`src/rtl/alu_arbiter.sv`:
```
// Round-robin arbiter sharing one ALU between the instruction datapath
// (port 0) and the address generator (port 1).
module alu_arbiter #(
    parameter int W  = 19,
    parameter int CW = 16
) (
    input  logic          clk,
    input  logic          RST,
    input  logic          req0_valid,
    output logic          req0_ready,
    input  logic [3:0]    req0_op,
    input  logic [W-1:0]  req0_a,
    input  logic [W-1:0]  req0_b,
    input  logic          req1_valid,
    output logic          req1_ready,
    input  logic [3:0]    req1_op,
    input  logic [W-1:0]  req1_a,
    input  logic [W-1:0]  req1_b,
    output logic [3:0]    alu_op,
    output logic [W-1:0]  alu_a,
    output logic [W-1:0]  alu_b,
    input  logic [W-1:0]  alu_result,
    input  logic          alu_z,
    output logic          rsp0_valid,
    output logic          rsp1_valid,
    output logic [W-1:0]  rsp_data,
    output logic          rsp_z,
    output logic          rsp_err,
    output logic          busy,
    output logic [CW-1:0] op_count
);

    localparam logic [1:0] S_IDLE    = 2'd0;
    localparam logic [1:0] S_ISSUE   = 2'd1;
    localparam logic [1:0] S_CAPTURE = 2'd2;

    logic [1:0]    r_state;
    logic          r_prio;
    logic          r_id;
    logic [3:0]    r_op;
    logic [W-1:0]  r_a;
    logic [W-1:0]  r_b;
    logic          r_rsp0_valid;
    logic          r_rsp1_valid;
    logic [W-1:0]  r_rsp_data;
    logic          r_rsp_z;
    logic          r_rsp_err;
    logic [CW-1:0] r_op_count;

    logic w_idle;
    logic w_win0;
    logic w_win1;
    logic w_accept;
    logic w_illegal;
    logic w_sub;
    logic w_drive;

    assign w_idle   = (r_state == S_IDLE) && !RST;
    // Port 1 wins when alone or when favoured; port 0 takes everything else.
    assign w_win1   = req1_valid && (!req0_valid || r_prio);
    assign w_win0   = req0_valid && !w_win1;
    assign req0_ready = w_idle && w_win0;
    assign req1_ready = w_idle && w_win1;
    assign w_accept = req0_ready || req1_ready;

    assign w_illegal = r_op[3];
    assign w_sub     = (r_op == 4'd2) || (r_op == 4'd4);
    assign w_drive   = ((r_state == S_ISSUE) || (r_state == S_CAPTURE))
                       && !w_illegal;

    assign alu_op = w_drive ? r_op : '0;
    assign alu_a  = w_drive ? r_a  : '0;
    assign alu_b  = w_drive ? r_b  : '0;

    assign rsp0_valid = r_rsp0_valid;
    assign rsp1_valid = r_rsp1_valid;
    assign rsp_data   = r_rsp_data;
    assign rsp_z      = r_rsp_z;
    assign rsp_err    = r_rsp_err;
    assign busy       = (r_state != S_IDLE);
    assign op_count   = r_op_count;

    always_ff @(posedge clk) begin
        if (RST) begin
            r_state      <= S_IDLE;
            r_prio       <= 1'b0;
            r_id         <= 1'b0;
            r_op         <= '0;
            r_a          <= '0;
            r_b          <= '0;
            r_rsp0_valid <= 1'b0;
            r_rsp1_valid <= 1'b0;
            r_rsp_data   <= '0;
            r_rsp_z      <= 1'b0;
            r_rsp_err    <= 1'b0;
            r_op_count   <= '0;
        end else begin
            r_rsp0_valid <= 1'b0;
            r_rsp1_valid <= 1'b0;
            case (r_state)
                S_IDLE: begin
                    if (w_accept) begin
                        r_op    <= req1_ready ? req1_op : req0_op;
                        r_a     <= req1_ready ? req1_a  : req0_a;
                        r_b     <= req1_ready ? req1_b  : req0_b;
                        r_id    <= req1_ready;
                        r_prio  <= !req1_ready;
                        r_state <= S_ISSUE;
                    end
                end
                S_ISSUE: begin
                    r_state <= S_CAPTURE;
                end
                S_CAPTURE: begin
                    // The ALU flag is only meaningful after a subtract.
                    r_rsp_data   <= w_illegal ? '0 : alu_result;
                    r_rsp_z      <= w_sub && alu_z;
                    r_rsp_err    <= w_illegal;
                    r_rsp0_valid <= !r_id;
                    r_rsp1_valid <= r_id;
                    r_op_count   <= r_op_count + CW'(1);
                    r_state      <= S_IDLE;
                end
                default: begin
                    r_state <= S_IDLE;
                end
            endcase
        end
    end

endmodule

```
`config.mk`:
```
export PLATFORM = sky130hd
export DESIGN_NAME = alu_arbiter
export DESIGN_NICKNAME = d
export VERILOG_FILES = /design/src/rtl/alu_arbiter.sv
export SDC_FILE = /design/constraint.sdc
export NUM_CORES = 1
export LEC_CHECK = 0
export CELL_PAD_IN_SITES_DETAIL_PLACEMENT = 0
export CELL_PAD_IN_SITES_GLOBAL_PLACEMENT = 1
export CORE_ASPECT_RATIO = 1.75
export CORE_MARGIN = 2
export CORE_UTILIZATION = 45
export DETAILED_ROUTE_END_ITERATION = 12
export DONT_BUFFER_PORTS = 1
export PLACE_DENSITY_LB_ADDON = 0.1
export SKIP_CTS_REPAIR_TIMING = 1
export SYNTH_ARGS = -nofsm -noshare
export SYNTH_HDL_FRONTEND = slang
export SYNTH_SLANG_ARGS = --single-unit
```
`constraint.sdc`:
```
create_clock -name clk -period 2.5 [get_ports clk]
set_input_delay 0.375 -clock clk [delete_from_list [all_inputs] [get_ports clk]]
set_output_delay 0.375 -clock clk [all_outputs]
set_load 0.02 [all_outputs]
```
======== Yosys cells after proc, flatten, opt, wreduce, memory -nomap -nowiden ========
Index checks and enable logic that the tools add are counted.
word-level totals
  word-level logic and storage cells ...... 49
  output and inout port bits .............. 84
  register bits after elaboration ......... 85
  bits of input ports ..................... 108
operators by class
  mux-type cells .......................... 9
  reductions and logical operators ........ 21
  add/subtract/negate cells ............... 1
  bitwise gates (word level) .............. 1
  eq/ne operators ......................... 5
operators by type and width
  cell                   number
  $mux 19                5
  $add 16x1->16 const B  1
  $mux 4                 2
  $logic_and 1x1->1      7
  $logic_not 1->1        6
  $eq 4x2->1 const B     1
  $eq 4x3->1 const B     1
  $logic_or 1x1->1       4
  $pmux 2 s2             1
  $eq 2x1->1 const B     1
  $eq 2x2->1 const B     1
  $logic_not 2->1        1
  $mux 2                 1
  $ne 2x2->1 const B     1
  $reduce_and 2->1       1
  $reduce_bool 2->1      1
  $reduce_or 2->1        1
  $not 1->1              1

======== Depth between registers and ports, before layout ========
  depth after elaboration ................. 9
  mapped depth ............................ 9
  mapped depth without buffers ............ 7

======== Least setup slack after synthesis ========
Ideal clock, no wire load.
  kind .................................... register to register
  start point ............................. reg r_op_count[0], in the netlist op_count[0]
  end point ............................... reg r_op_count[12], in the netlist op_count[12]
  data arrival time ....................... 1.632 ns
  library setup time ...................... 0.114 ns
  buffers on the path ..................... 0
  data required time ...................... 2.386 ns
  path slack .............................. 0.754 ns
  cell stages (with the launch flop) ...... 6
  clock period less this slack ............ 1.746 ns
  cell sequence ........................... dfxtp_1 > ha_1 > inv_1 > or4_1 > xnor2_1 > and2b_1
between the ends
  cells in the longest elaborated chain, start to end .. 1
RTL lines
  what                      line  RTL
  start: declaration        48    logic [CW-1:0] r_op_count;
  start signal: assignment  121   r_op_count <= r_op_count + CW'(1);
  $add 16x1->16             121
Every way passes these cells.
A chain may end at the register's enable or synchronous reset.

======== Final worst setup path ========
  start point ............................. reg r_state[0]
  end point ............................... out req1_ready
between the ends
  cells in the longest elaborated chain, start to end .. 3
RTL lines
  what                      line  RTL
  start: declaration        37    logic [1:0] r_state;
  start signal: assignment  85    r_state <= S_IDLE;
  start signal: assignment  108   r_state <= S_ISSUE;
  start signal: assignment  112   r_state <= S_CAPTURE;
  $logic_not 2->1           58    assign w_idle = (r_state == S_IDLE) && !RST;
  $logic_and 1x1->1         58
  $logic_and 1x1->1         63    assign req1_ready = w_idle && w_win1;
  end: declaration          15    output logic req1_ready,
Every way passes these cells.

==> impl_metrics.prom <==
# TYPE chip_impl_metric gauge
chip_impl_info{name="outcome",value="finished, final reports clean"} 1
chip_impl_info{name="worst_hold_path_type",value="in2reg"} 1
chip_impl_metric{name="clock_skew",unit="ns"} 0.0109
chip_impl_metric{name="seq_power_share",unit="%"} 45.9
chip_impl_metric{name="worst_pin_slew",unit="ns"} 0.809
chip_impl_metric{name="worst_setup_hold_path_clk_slew",unit="ns"} 0.06
chip_impl_metric{name="layout_min_cycle_time",unit="ns"} 2.27
chip_impl_metric{name="drt_drc_violations_left",unit=""} 0
chip_impl_info{name="unrepaired_setup_endpoints_after_global_routing",value="false"} 1
chip_impl_metric{name="dieHeight",unit="um"} 127
chip_impl_metric{name="cts_htree_levels",unit=""} 3
chip_impl_metric{name="pin_count_of_the_biggest_net_entering_global_routing",unit=""} 92
chip_impl_metric{name="drt.antenna.violating_nets",unit=""} 0
chip_impl_metric{name="initial_core_utilization",unit="%"} 46.7
chip_impl_metric{name="synth_top_area_share",unit="%"} 43.9
chip_impl_metric{name="postSynthAreaPerCell",unit="sq um"} 8.26
chip_impl_info{name="synthTopCellsByArea",value="sky130_fd_sc_hd__dfxtp_1, sky130_fd_sc_hd__nor2_1, sky130_fd_sc_hd__a311oi_1"} 1
chip_impl_info{name="setup.worst_path.class",value="reg2out"} 1
chip_impl_info{name="most_frequent_cell_after_synthesis",value="sky130_fd_sc_hd__dfxtp_1"} 1
chip_impl_metric{name="placement_rows",unit=""} 44
chip_impl_metric{name="max_clock_freq",unit="MHz"} 441
chip_impl_metric{name="cts-root-to-sink-buffers",unit=""} 2
chip_impl_metric{name="die_x",unit="um"} 74.2
chip_impl_metric{name="powerDensity",unit="nW/um^2"} 777
chip_impl_metric{name="netlist_area",unit="sq um"} 3880
chip_impl_metric{name="comb_power_share",unit="%"} 12.9
chip_impl_metric{name="async_flop_share",unit="%"} 0
chip_impl_info{name="worst_setup_path_start_kind",value="register"} 1
chip_impl_metric{name="synth_cells",unit=""} 470
chip_impl_metric{name="cp.arrival",unit="ns"} 1.89
chip_impl_metric{name="timing.critical_path.fanout_max",unit=""} 19
chip_impl_metric{name="power.share.clock",unit="%"} 41.2
chip_impl_metric{name="cts_made_buffers",unit=""} 9
chip_impl_metric{name="grt_usage",unit="%"} 21.6
chip_impl_metric{name="report.final.slew_viol_count",unit=""} 0
chip_impl_metric{name="internal_power",unit="mW"} 2.42
chip_impl_metric{name="drt-vias-per-instance",unit=""} 5.64
chip_impl_metric{name="yosys_warnings",unit=""} 0
chip_impl_metric{name="floorplan.core_area",unit="sq um"} 8310
chip_impl_metric{name="yosys.area_share.adder",unit="%"} 1.61
chip_impl_metric{name="timing.critical_path.slowest_cell_delay",unit="ns"} 0.42
chip_impl_metric{name="synthXorXnorAreaFrac",unit="%"} 2.48
chip_impl_metric{name="vdd.ir_drop.worst",unit="mV"} 0.324
chip_impl_metric{name="flow.area_growth_from_synthesis",unit="%"} 9.71
chip_impl_metric{name="synth_seq_area_share",unit="%"} 43.9
chip_impl_metric{name="area_fraction_in_and_or_nand_and_nor_cells_after_synthesis",unit="%"} 31.6
chip_impl_metric{name="final_nets",unit=""} 566
chip_impl_metric{name="synthesis.nets",unit=""} 583
chip_impl_metric{name="place_hpwl",unit="um"} 6940
chip_impl_metric{name="drive_gt1_share",unit="%"} 8.08
chip_impl_metric{name="switch_share",unit="%"} 26.8
chip_impl_info{name="synth.top_cells.by_count",value="sky130_fd_sc_hd__dfxtp_1, sky130_fd_sc_hd__nor2_1, sky130_fd_sc_hd__and2_1, sky130_fd_sc_hd__nand2_1, sky130_fd_sc_hd__nand3_1"} 1
chip_impl_metric{name="timing.critical_path.required",unit="ns"} 2.12
chip_impl_info{name="clockRootBuffer",value="sky130_fd_sc_hd__clkbuf_16"} 1
chip_impl_metric{name="io_buffer_count",unit=""} 0
chip_impl_metric{name="vias_in_the_first_global_route",unit=""} 3155
chip_impl_metric{name="grt_antenna_before_repair",unit=""} 0
chip_impl_metric{name="place_congestion",unit=""} 0.836
chip_impl_metric{name="static-leakage-power",unit="nW"} 1.60
chip_impl_info{name="synth_largest_area_cell",value="sky130_fd_sc_hd__dfxtp_1"} 1
chip_impl_metric{name="synth-edff-count",unit=""} 0
chip_impl_metric{name="finalCritPeriodShare",unit="%"} 90.8
chip_impl_info{name="predominant_post_synthesis_flop_cell",value="sky130_fd_sc_hd__dfxtp_1"} 1
chip_impl_info{name="slowest_stage",value="sky130_fd_sc_hd__inv_2"} 1
chip_impl_metric{name="num_vias",unit=""} 3232
chip_impl_metric{name="timing.setup.tns",unit="ns"} 0
chip_impl_info{name="crit_path_cell_trace",value="inv_1, ha_1, nor2b_2, nand3_2, inv_2"} 1
chip_impl_metric{name="synth-seq-cells",unit=""} 85
chip_impl_info{name="crit_path_end_kind",value="output port"} 1
chip_impl_metric{name="finalCoreUtilization",unit="%"} 51.2
chip_impl_metric{name="synth.area.mux_share",unit="%"} 1.90
chip_impl_metric{name="compound_cell_area_share_of_the_yosys_netlist",unit="%"} 13.4
chip_impl_metric{name="die_area",unit="sq um"} 9410
chip_impl_metric{name="clk_latency",unit="ns"} 0.34
chip_impl_metric{name="slew_headroom",unit="%"} 45.7
chip_impl_metric{name="synth_cell_type_count",unit=""} 39
chip_impl_info{name="synth_top_family_by_area",value="simple AND/OR/NAND/NOR gates"} 1
chip_impl_metric{name="detailedRoute.firstIterationViolations",unit=""} 178
chip_impl_metric{name="finalSetupViolCount",unit=""} 0
chip_impl_metric{name="switching_power",unit="mW"} 0.887
chip_impl_metric{name="dr.pass1.iters",unit=""} 5
chip_impl_metric{name="globalRoute.totalOverflow",unit=""} 0
chip_impl_metric{name="final-hold-violation-count",unit=""} 0
chip_impl_metric{name="io-pin-count",unit=""} 192
chip_impl_metric{name="detail_route.wirelength",unit="um"} 10200
chip_impl_metric{name="post_detailed_route_wirelength_per_cell",unit="um"} 17.7
chip_impl_metric{name="global_route_wire_length_before_repair",unit="um"} 15800
chip_impl_metric{name="maxCapViolations",unit=""} 0
chip_impl_metric{name="n_antenna_cell",unit=""} 0
chip_impl_info{name="tritoncts",value="yes"} 1
chip_impl_metric{name="numClockSinks",unit=""} 85
-- placed cells by master (no fill, tap or decap), types with 7 or more instances in the layout --
cell,n
sky130_fd_sc_hd__a21oi_1,24
sky130_fd_sc_hd__a222oi_1,10
sky130_fd_sc_hd__a311oi_1,32
sky130_fd_sc_hd__and2_1,41
sky130_fd_sc_hd__buf_4,11
sky130_fd_sc_hd__clkbuf_16,9
sky130_fd_sc_hd__dfxtp_1,85
sky130_fd_sc_hd__nand2_1,38
sky130_fd_sc_hd__nand3_1,37
sky130_fd_sc_hd__nor2_1,79
sky130_fd_sc_hd__nor2b_1,23
sky130_fd_sc_hd__xor2_1,7
-- cells by family after synthesis --
group	count (synthesis)
and+or+nand+nor	247
DFF	85
AOI/OAI and AO/OA	69
buffers and inverters	45
xor gates and xnor gates	11
muxes	7
adders and majority gates	5
other	1
-- critical path: cells and delay by family (launching register included) --
family	cells	cell delay, ns
fa+ha+maj	1	0.19
simple gates	2	0.53
buf+inv	2	0.52
flops	1	0.32
-- path summary, 6_finish.rpt --
path / startpoint / to / slack [ns] / depth (start not counted)
hold reg to reg: r_id$_SDFFE_PP0P_ / rsp0_valid$_SDFF_PP0_ / 0.46 / 1
hold / removal: RST / op_count[0]$_SDFFE_PP0N_ / 0.12 / 1
setup / recovery: r_state[0]$_SDFFE_PP0P_ / req1_ready / 0.23 / 5
setup reg to reg: r_state[0]$_SDFFE_PP0P_ / r_a[18]$_SDFFE_PP0P_ / 0.55 / 7
-- layer usage --
metal  routed length [um]  global-route usage [%]
met3                  783                    5.08
met4                  246                    10.4
met2                 5130                    36.3
met1                 4010                    24.9
met5                    0                       0
-- metrics by stage --
stage | std cells | setup slack, ns | hold WS, ns | instance area, sq um | power (mW)
2_1_floorplan | 470 | 0.754 | 0.413 | 3880 | 1.90
3_3_place_gp | 557 | 0.514 | 0.428 | 3940 | 1.97
3_5_place_dp | 557 | 0.476 | 0.449 | 3940 | 1.98
4_1_cts | 573 | 0.103 | 0.0965 | 4250 | 3.34
5_1_grt | 573 | 0.0614 | 0.0974 | 4260 | 3.45
6_report | 573 | 0.231 | 0.122 | 4260 | 3.31
-- state kept, by name, indices dropped and copies added, names as in the netlist, 2 cells and up --
name,flops
r_a,19
rsp_data,19
r_b,19
op_count,16
r_op,4
r_state,2
-- power by group through the flow --
| stage | Sequential [mW] | Clock, mW | Combinational [mW] |
|---|---|---|---|
| 3_3_place_gp | 1.54 | 0 | 0.422 |
| 2_1_floorplan | 1.53 | 0 | 0.374 |
| 5_1_grt | 1.53 | 1.45 | 0.479 |
| 4_1_cts | 1.52 | 1.39 | 0.431 |
| 6_report | 1.52 | 1.36 | 0.427 |
| 3_5_place_dp | 1.55 | 0 | 0.430 |
-- cell type report --
type	count	area, sq um
inverter	5	18.8
timing repair buffer	12	93.8
fill	786	4060
sequential	85	1700
tap	115	144
clock buffer	11	253
clock inverter	5	58.8
multi-input combinational	340	1990
Power figures use the tool's default switching activity.
